[src/rtl/io_map_pkg.sv]
// Memory-mapped IO layout and TX handshake state, shared by the store demux and the IO read path.
package io_map_pkg;

  localparam logic [31:0] IO_BASE    = 32'hFFFF_FC00;

  localparam logic [7:0]  IO_LED_OFS = 8'h00;
  localparam logic [7:0]  IO_SEG_OFS = 8'h04;
  localparam logic [7:0]  IO_TX_OFS  = 8'h08;

  typedef enum logic {
    TX_IDLE    = 1'b0,
    TX_PENDING = 1'b1
  } tx_state_t;

  // Word-granular offset match: byte lane bits Addr[1:0] never take part in IO decode.
  function automatic logic ofs_match(input logic [7:0] ofs_a, input logic [7:0] ofs_b);
    return ofs_a[7:2] == ofs_b[7:2];
  endfunction

endpackage

[src/rtl/io_addr_decoder.sv]
// Combinational decode of a store address into the IO window and its individual register hits.
module io_addr_decoder #(
  parameter int                 DATA_W  = 32,
  parameter logic [DATA_W-1:0]  IO_BASE = io_map_pkg::IO_BASE
) (
  input  logic [DATA_W-1:0] Addr,
  output logic              io,
  output logic              led_hit,
  output logic              seg_hit,
  output logic              tx_hit,
  output logic              unmapped
);
  import io_map_pkg::*;

  logic [7:0] ofs;

  assign ofs = Addr[7:0];

  always_comb begin
    io       = (Addr[DATA_W-1:8] == IO_BASE[DATA_W-1:8]);
    led_hit  = io & ofs_match(ofs, IO_LED_OFS);
    seg_hit  = io & ofs_match(ofs, IO_SEG_OFS);
    tx_hit   = io & ofs_match(ofs, IO_TX_OFS);
    unmapped = io & ~(led_hit | seg_hit | tx_hit);
  end

endmodule

[src/rtl/store_demux.sv]
// Steers each CPU store to data memory or to the LED / 7-seg / UART TX peripherals.
// Memory, LED and SEG paths are registered; TX is a valid/ready slot that stalls the core when busy.
module store_demux #(
  parameter int                 DATA_W  = 32,
  parameter logic [DATA_W-1:0]  IO_BASE = io_map_pkg::IO_BASE,
  parameter int                 LED_W   = 16
) (
  input  logic              Clk,
  input  logic              Reset,
  input  logic              WriteEn,
  input  logic [DATA_W-1:0] Addr,
  input  logic [DATA_W-1:0] WriteData,
  output logic              Stall,
  output logic              MemWriteEn,
  output logic [DATA_W-1:0] MemAddr,
  output logic [DATA_W-1:0] MemWriteData,
  output logic [LED_W-1:0]  LedOut,
  output logic [DATA_W-1:0] SegOut,
  output logic              TxValid,
  output logic [7:0]        TxData,
  input  logic              TxReady,
  output logic              AddrErr
);
  import io_map_pkg::*;

  logic io_p0;
  logic led_hit_p0;
  logic seg_hit_p0;
  logic tx_hit_p0;
  logic unmapped_p0;

  io_addr_decoder #(
    .DATA_W  (DATA_W),
    .IO_BASE (IO_BASE)
  ) u_dec (
    .Addr     (Addr),
    .io       (io_p0),
    .led_hit  (led_hit_p0),
    .seg_hit  (seg_hit_p0),
    .tx_hit   (tx_hit_p0),
    .unmapped (unmapped_p0)
  );

  logic mem_wr_p0;
  logic led_wr_p0;
  logic seg_wr_p0;
  logic tx_wr_p0;
  logic err_wr_p0;
  logic tx_stall_p0;
  logic tx_accept_p0;

  tx_state_t                tx_state_p1;
  logic                     mem_we_p1;
  logic [DATA_W-1:0]        mem_addr_p1;
  logic [DATA_W-1:0]        mem_data_p1;
  logic [LED_W-1:0]         led_p1;
  logic [DATA_W-1:0]        seg_p1;
  logic [7:0]               tx_data_p1;
  logic                     addr_err_p1;

  // Stage p0: request qualification against the decoded target.
  always_comb begin
    mem_wr_p0    = WriteEn & ~io_p0;
    led_wr_p0    = WriteEn & led_hit_p0;
    seg_wr_p0    = WriteEn & seg_hit_p0;
    tx_wr_p0     = WriteEn & tx_hit_p0;
    err_wr_p0    = WriteEn & unmapped_p0;
    // The only back-pressure source: TX slot still occupied and the transmitter not draining it.
    tx_stall_p0  = tx_wr_p0 & (tx_state_p1 == TX_PENDING) & ~TxReady;
    tx_accept_p0 = tx_wr_p0 & ~tx_stall_p0;
  end

  assign Stall = tx_stall_p0;

  // Stage p1: registered memory, peripheral and TX state.
  always_ff @(posedge Clk) begin
    if (Reset) begin
      tx_state_p1 <= TX_IDLE;
      mem_we_p1   <= 1'b0;
      mem_addr_p1 <= '0;
      mem_data_p1 <= '0;
      led_p1      <= '0;
      seg_p1      <= '0;
      tx_data_p1  <= '0;
      addr_err_p1 <= 1'b0;
    end else begin
      mem_we_p1   <= mem_wr_p0;
      mem_addr_p1 <= Addr;
      mem_data_p1 <= WriteData;
      addr_err_p1 <= err_wr_p0;

      if (led_wr_p0) begin
        led_p1 <= WriteData[LED_W-1:0];
      end
      if (seg_wr_p0) begin
        seg_p1 <= WriteData;
      end

      if (tx_accept_p0) begin
        tx_data_p1 <= WriteData[7:0];
      end

      case (tx_state_p1)
        TX_IDLE: begin
          if (tx_accept_p0) begin
            tx_state_p1 <= TX_PENDING;
          end
        end
        TX_PENDING: begin
          // A handshake with a fresh accepted write refills the slot without a bubble.
          if (TxReady && !tx_accept_p0) begin
            tx_state_p1 <= TX_IDLE;
          end
        end
        default: tx_state_p1 <= TX_IDLE;
      endcase
    end
  end

  assign MemWriteEn   = mem_we_p1;
  assign MemAddr      = mem_addr_p1;
  assign MemWriteData = mem_data_p1;
  assign LedOut       = led_p1;
  assign SegOut       = seg_p1;
  assign TxValid      = (tx_state_p1 == TX_PENDING);
  assign TxData       = tx_data_p1;
  assign AddrErr      = addr_err_p1;

endmodule
[config.mk]
export PLATFORM = sky130hd
export DESIGN_NAME = store_demux
export DESIGN_NICKNAME = d
export VERILOG_FILES = /design/src/rtl/io_map_pkg.sv /design/src/rtl/io_addr_decoder.sv /design/src/rtl/store_demux.sv
export SDC_FILE = /design/constraint.sdc
export NUM_CORES = 1
export LEC_CHECK = 0
export CORE_UTILIZATION = 44
export DETAILED_ROUTE_END_ITERATION = 6
export PLACE_DENSITY = 0.94
export SETUP_SLACK_MARGIN = 0.15
export SLEW_MARGIN = 5
export SYNTH_ARGS = -nofsm -noshare
export SYNTH_HDL_FRONTEND = slang
export SYNTH_SLANG_ARGS = --single-unit
[constraint.sdc]
create_clock -name Clk -period 4.6 [get_ports Clk]
set_input_delay 0.92 -clock Clk [delete_from_list [all_inputs] [get_ports Clk]]
set_output_delay 0.92 -clock Clk [all_outputs]
set_load 0.03 [all_outputs]
==> reports/metrics.yaml <==
layout:
  antenna_cells: 0
  most-common-layout-cells: "clkdlybuf4s50_1, dfxtp_1, nor2b_1, nand2b_1, mux2i_1"
  area_delta_synth_final_pct: 62.2
  drive_above_1_share_pct: 9.91
  fin_nets: 620
  final_common_cell: "clkdlybuf4s50_1"
worst_setup_path:
  cp_top_family: "buffers and inverters"
  required_ns: 3.68
  r2r_end: "TxData[2]$_SDFFE_PP0P_"
  worstSetupPathType: "in2out"
  critPathLaunchType: "input pin"
  crit_path_end: "Stall"
  reg2reg_from: "TxValid$_SDFF_PP0_"
  path_max_fanout: 6
  crit_top_cell: "clkdlybuf4s50_1"
  slowest_stage: "clkdlybuf4s50_1"
  crit_chain: "clkdlybuf4s50_1 > nand4_1 > nor4_4 > nand3_1 > nor2_1 > clkdlybuf4s50_1"
  cp-end-kind: "output pin"
  slowest_delay_ns: 0.68
  arrival_ns: 3.18
  cp_num_cells: 6
  crit_start: "Addr[28]"
  regToRegSetupSlack_ns: 3.39
  ff2ff_path_depth: 3
  crit_buf_inv: 2
routing:
  first_iter_violations: 60
  wl_mm: 10.4
  wl_per_cell_um: 14.9
  drtPass1Iterations: 4
  drc: 0
  ant_nets: 0
  via_per_inst: 4.57
  vias: 3175
sta:
  period_share_pct: 89.1
  tns_ns: 0
  max_freq_mhz: 244
  fin_hold_ws_ns: 0.478
  drv_slew: 0
  rsz0062_at_grt: "false"
  worst_pin_slew_ns: 1.04
  period_needed_ns: 4.10
  maxSlewHeadroom_pct: 31.0
  final-setup-viol-count: 0
  hold_violations: 0
  clock_skew_ns: 0.00445
logic_synthesis:
  synth_fp_nets: 425
  synth_ff_type: "dfxtp_1"
  synth_edf_count: 0
  yosys_warnings: 0
  syn_inst: 357
  yosys_register_bits: 123
  syn_area_sq_um: 4190
  async_flop_share_pct: 0
  yosysTopAreaCellShare_pct: 58.8
  yosysTopAreaCell: "dfxtp_1"
  yosysSeqAreaShare_pct: 58.8
  synthTopCellsByArea: "dfxtp_1, mux2i_1, nor2b_1, nand2b_1, mux2_4"
  synth.avg_cell_area_sq_um: 11.7
  ys_types: 23
global_routing:
  antenna_found_initial: 0
  track_usage_pct: 21.1
  overflow: 0
  grt_start_max_net_pins: 124
  grt_pass1_vias: 3265
  grt_first_pass_wirelength_mm: 16.1
clocking:
  cts_tree: "yes"
  clock_latency_ns: 0.49
  cts_inserted_buffers: 17
  cts_resized: 0
  ctsRootBufferMaster: "clkbuf_8"
  clkSinkCount: 123
  hold_buffers: 0
  clk_path_buf_depth: 2
  post_cts_buffers: 0
  clk_pin_slew_ns: 0.05
  h-tree-depth: 4
floorplanning:
  rows: 35
  die_x_um: 99.6
  core_sq_um: 9240
  io_pins: 192
  die_area_sq_um: 9920
  die_h_um: 99.6
  start_util_pct: 45.3
placed_design:
  numPortBuffers: 191
  place_congestion: 0.770
  dp_hpwl_mm: 7.36
flow_run:
  cap_violations: 0
pwr:
  p_leak_nw: 3.00
  powerDensity_nw_per_um2: 393
  max-vdd-ir-drop_uv: 245
hold_path:
  hp-class: "reg2reg"
  hold_depth: 2
status:
  status: "completed"
[worst register-to-register path, cell delays in order (launching register included)]
cell and delay (ns):
dfxtp_1 0.32, nand2b_1 0.14, nand4_2 0.38, mux2i_1 0.30
[through the flow]
stage               area [sq um]  instances  power (W)  setup WS [ns]  util [%]
floorplan                   4190        357    0.00123           1.45         -
global placement            6190        662    0.00136          0.602      67.0
detailed placement          6190        662    0.00136          0.549      67.0
CTS                         6800        694    0.00270          0.509      73.6
global route                6800        694    0.00276          0.408      73.6
finish                      6800        694    0.00267          0.499      73.6
[metal layers]
metal	vias to the layer above	part of all wire (%)	global-route usage (%)
met5	-	0	0
met4	0	2.0	8.48
met3	16	7.3	8.01
met2	141	51	38.1
met1	1476	40	22.1
li1	1542	-	-
[power by group]
part	leakage (nW)	internal, W	switching (W)
Clock	0.291	0.000858	0.000475
Combinational	1.70	0.000121	0.000116
Sequential	1.01	0.00110	0.00000808
[final cells by class]
type / count / area, sq um
fillers: 628 / 2440
clock buffers: 19 / 442
flip-flops and latches: 123 / 2460
repair buffers: 193 / 1920
multi-input cells: 200 / 1580
well taps: 129 / 161
clock inverters: 13 / 166
inverters: 17 / 63.8
[flip-flops by register name (all words and copies together) (netlist names)]
signal	flops
MemWriteData	32
TxValid	1
TxData	8
MemAddr	32
SegOut	32
MemWriteEn	1
AddrErr	1
LedOut	16
[worst min path at each step]
stage	slack [ns]	to	start
2_1_floorplan	0.60	LedOut[5]$_SDFFE_PP0P_	LedOut[5]$_SDFFE_PP0P_
3_3_place_gp	0.46	SegOut[5]$_SDFFE_PP0P_	SegOut[5]$_SDFFE_PP0P_
3_5_place_dp	0.47	SegOut[7]$_SDFFE_PP0P_	SegOut[7]$_SDFFE_PP0P_
4_1_cts	0.48	LedOut[10]$_SDFFE_PP0P_	LedOut[10]$_SDFFE_PP0P_
5_1_grt	0.50	SegOut[13]$_SDFFE_PP0P_	SegOut[13]$_SDFFE_PP0P_
6_report	0.48	TxData[1]$_SDFFE_PP0P_	TxData[1]$_SDFFE_PP0P_
[cell families (layout without fill, tap and decap cells)]
group	count (synthesis)	after routing	synth area share, %
compound gates	3	3	0.418
buf+inv	34	242	3.61
flops	123	123	58.8
mux	56	56	15.1
simple gates	141	141	22.1
[cells in the mapped netlist (2+ instances only)]
cell / n
nor3b_2: 2
mux2_1: 2
nor2_1: 2
clkbuf_1: 12
inv_1: 17
nor2b_1: 64
dfxtp_1: 123
nand2b_1: 57
nand4_2: 3
buf_6: 3
mux2_4: 14
mux2i_1: 40
nor3_1: 3
a21oi_1: 2
nand4_1: 5
Note: power is estimated with default switching activity, not from simulation.
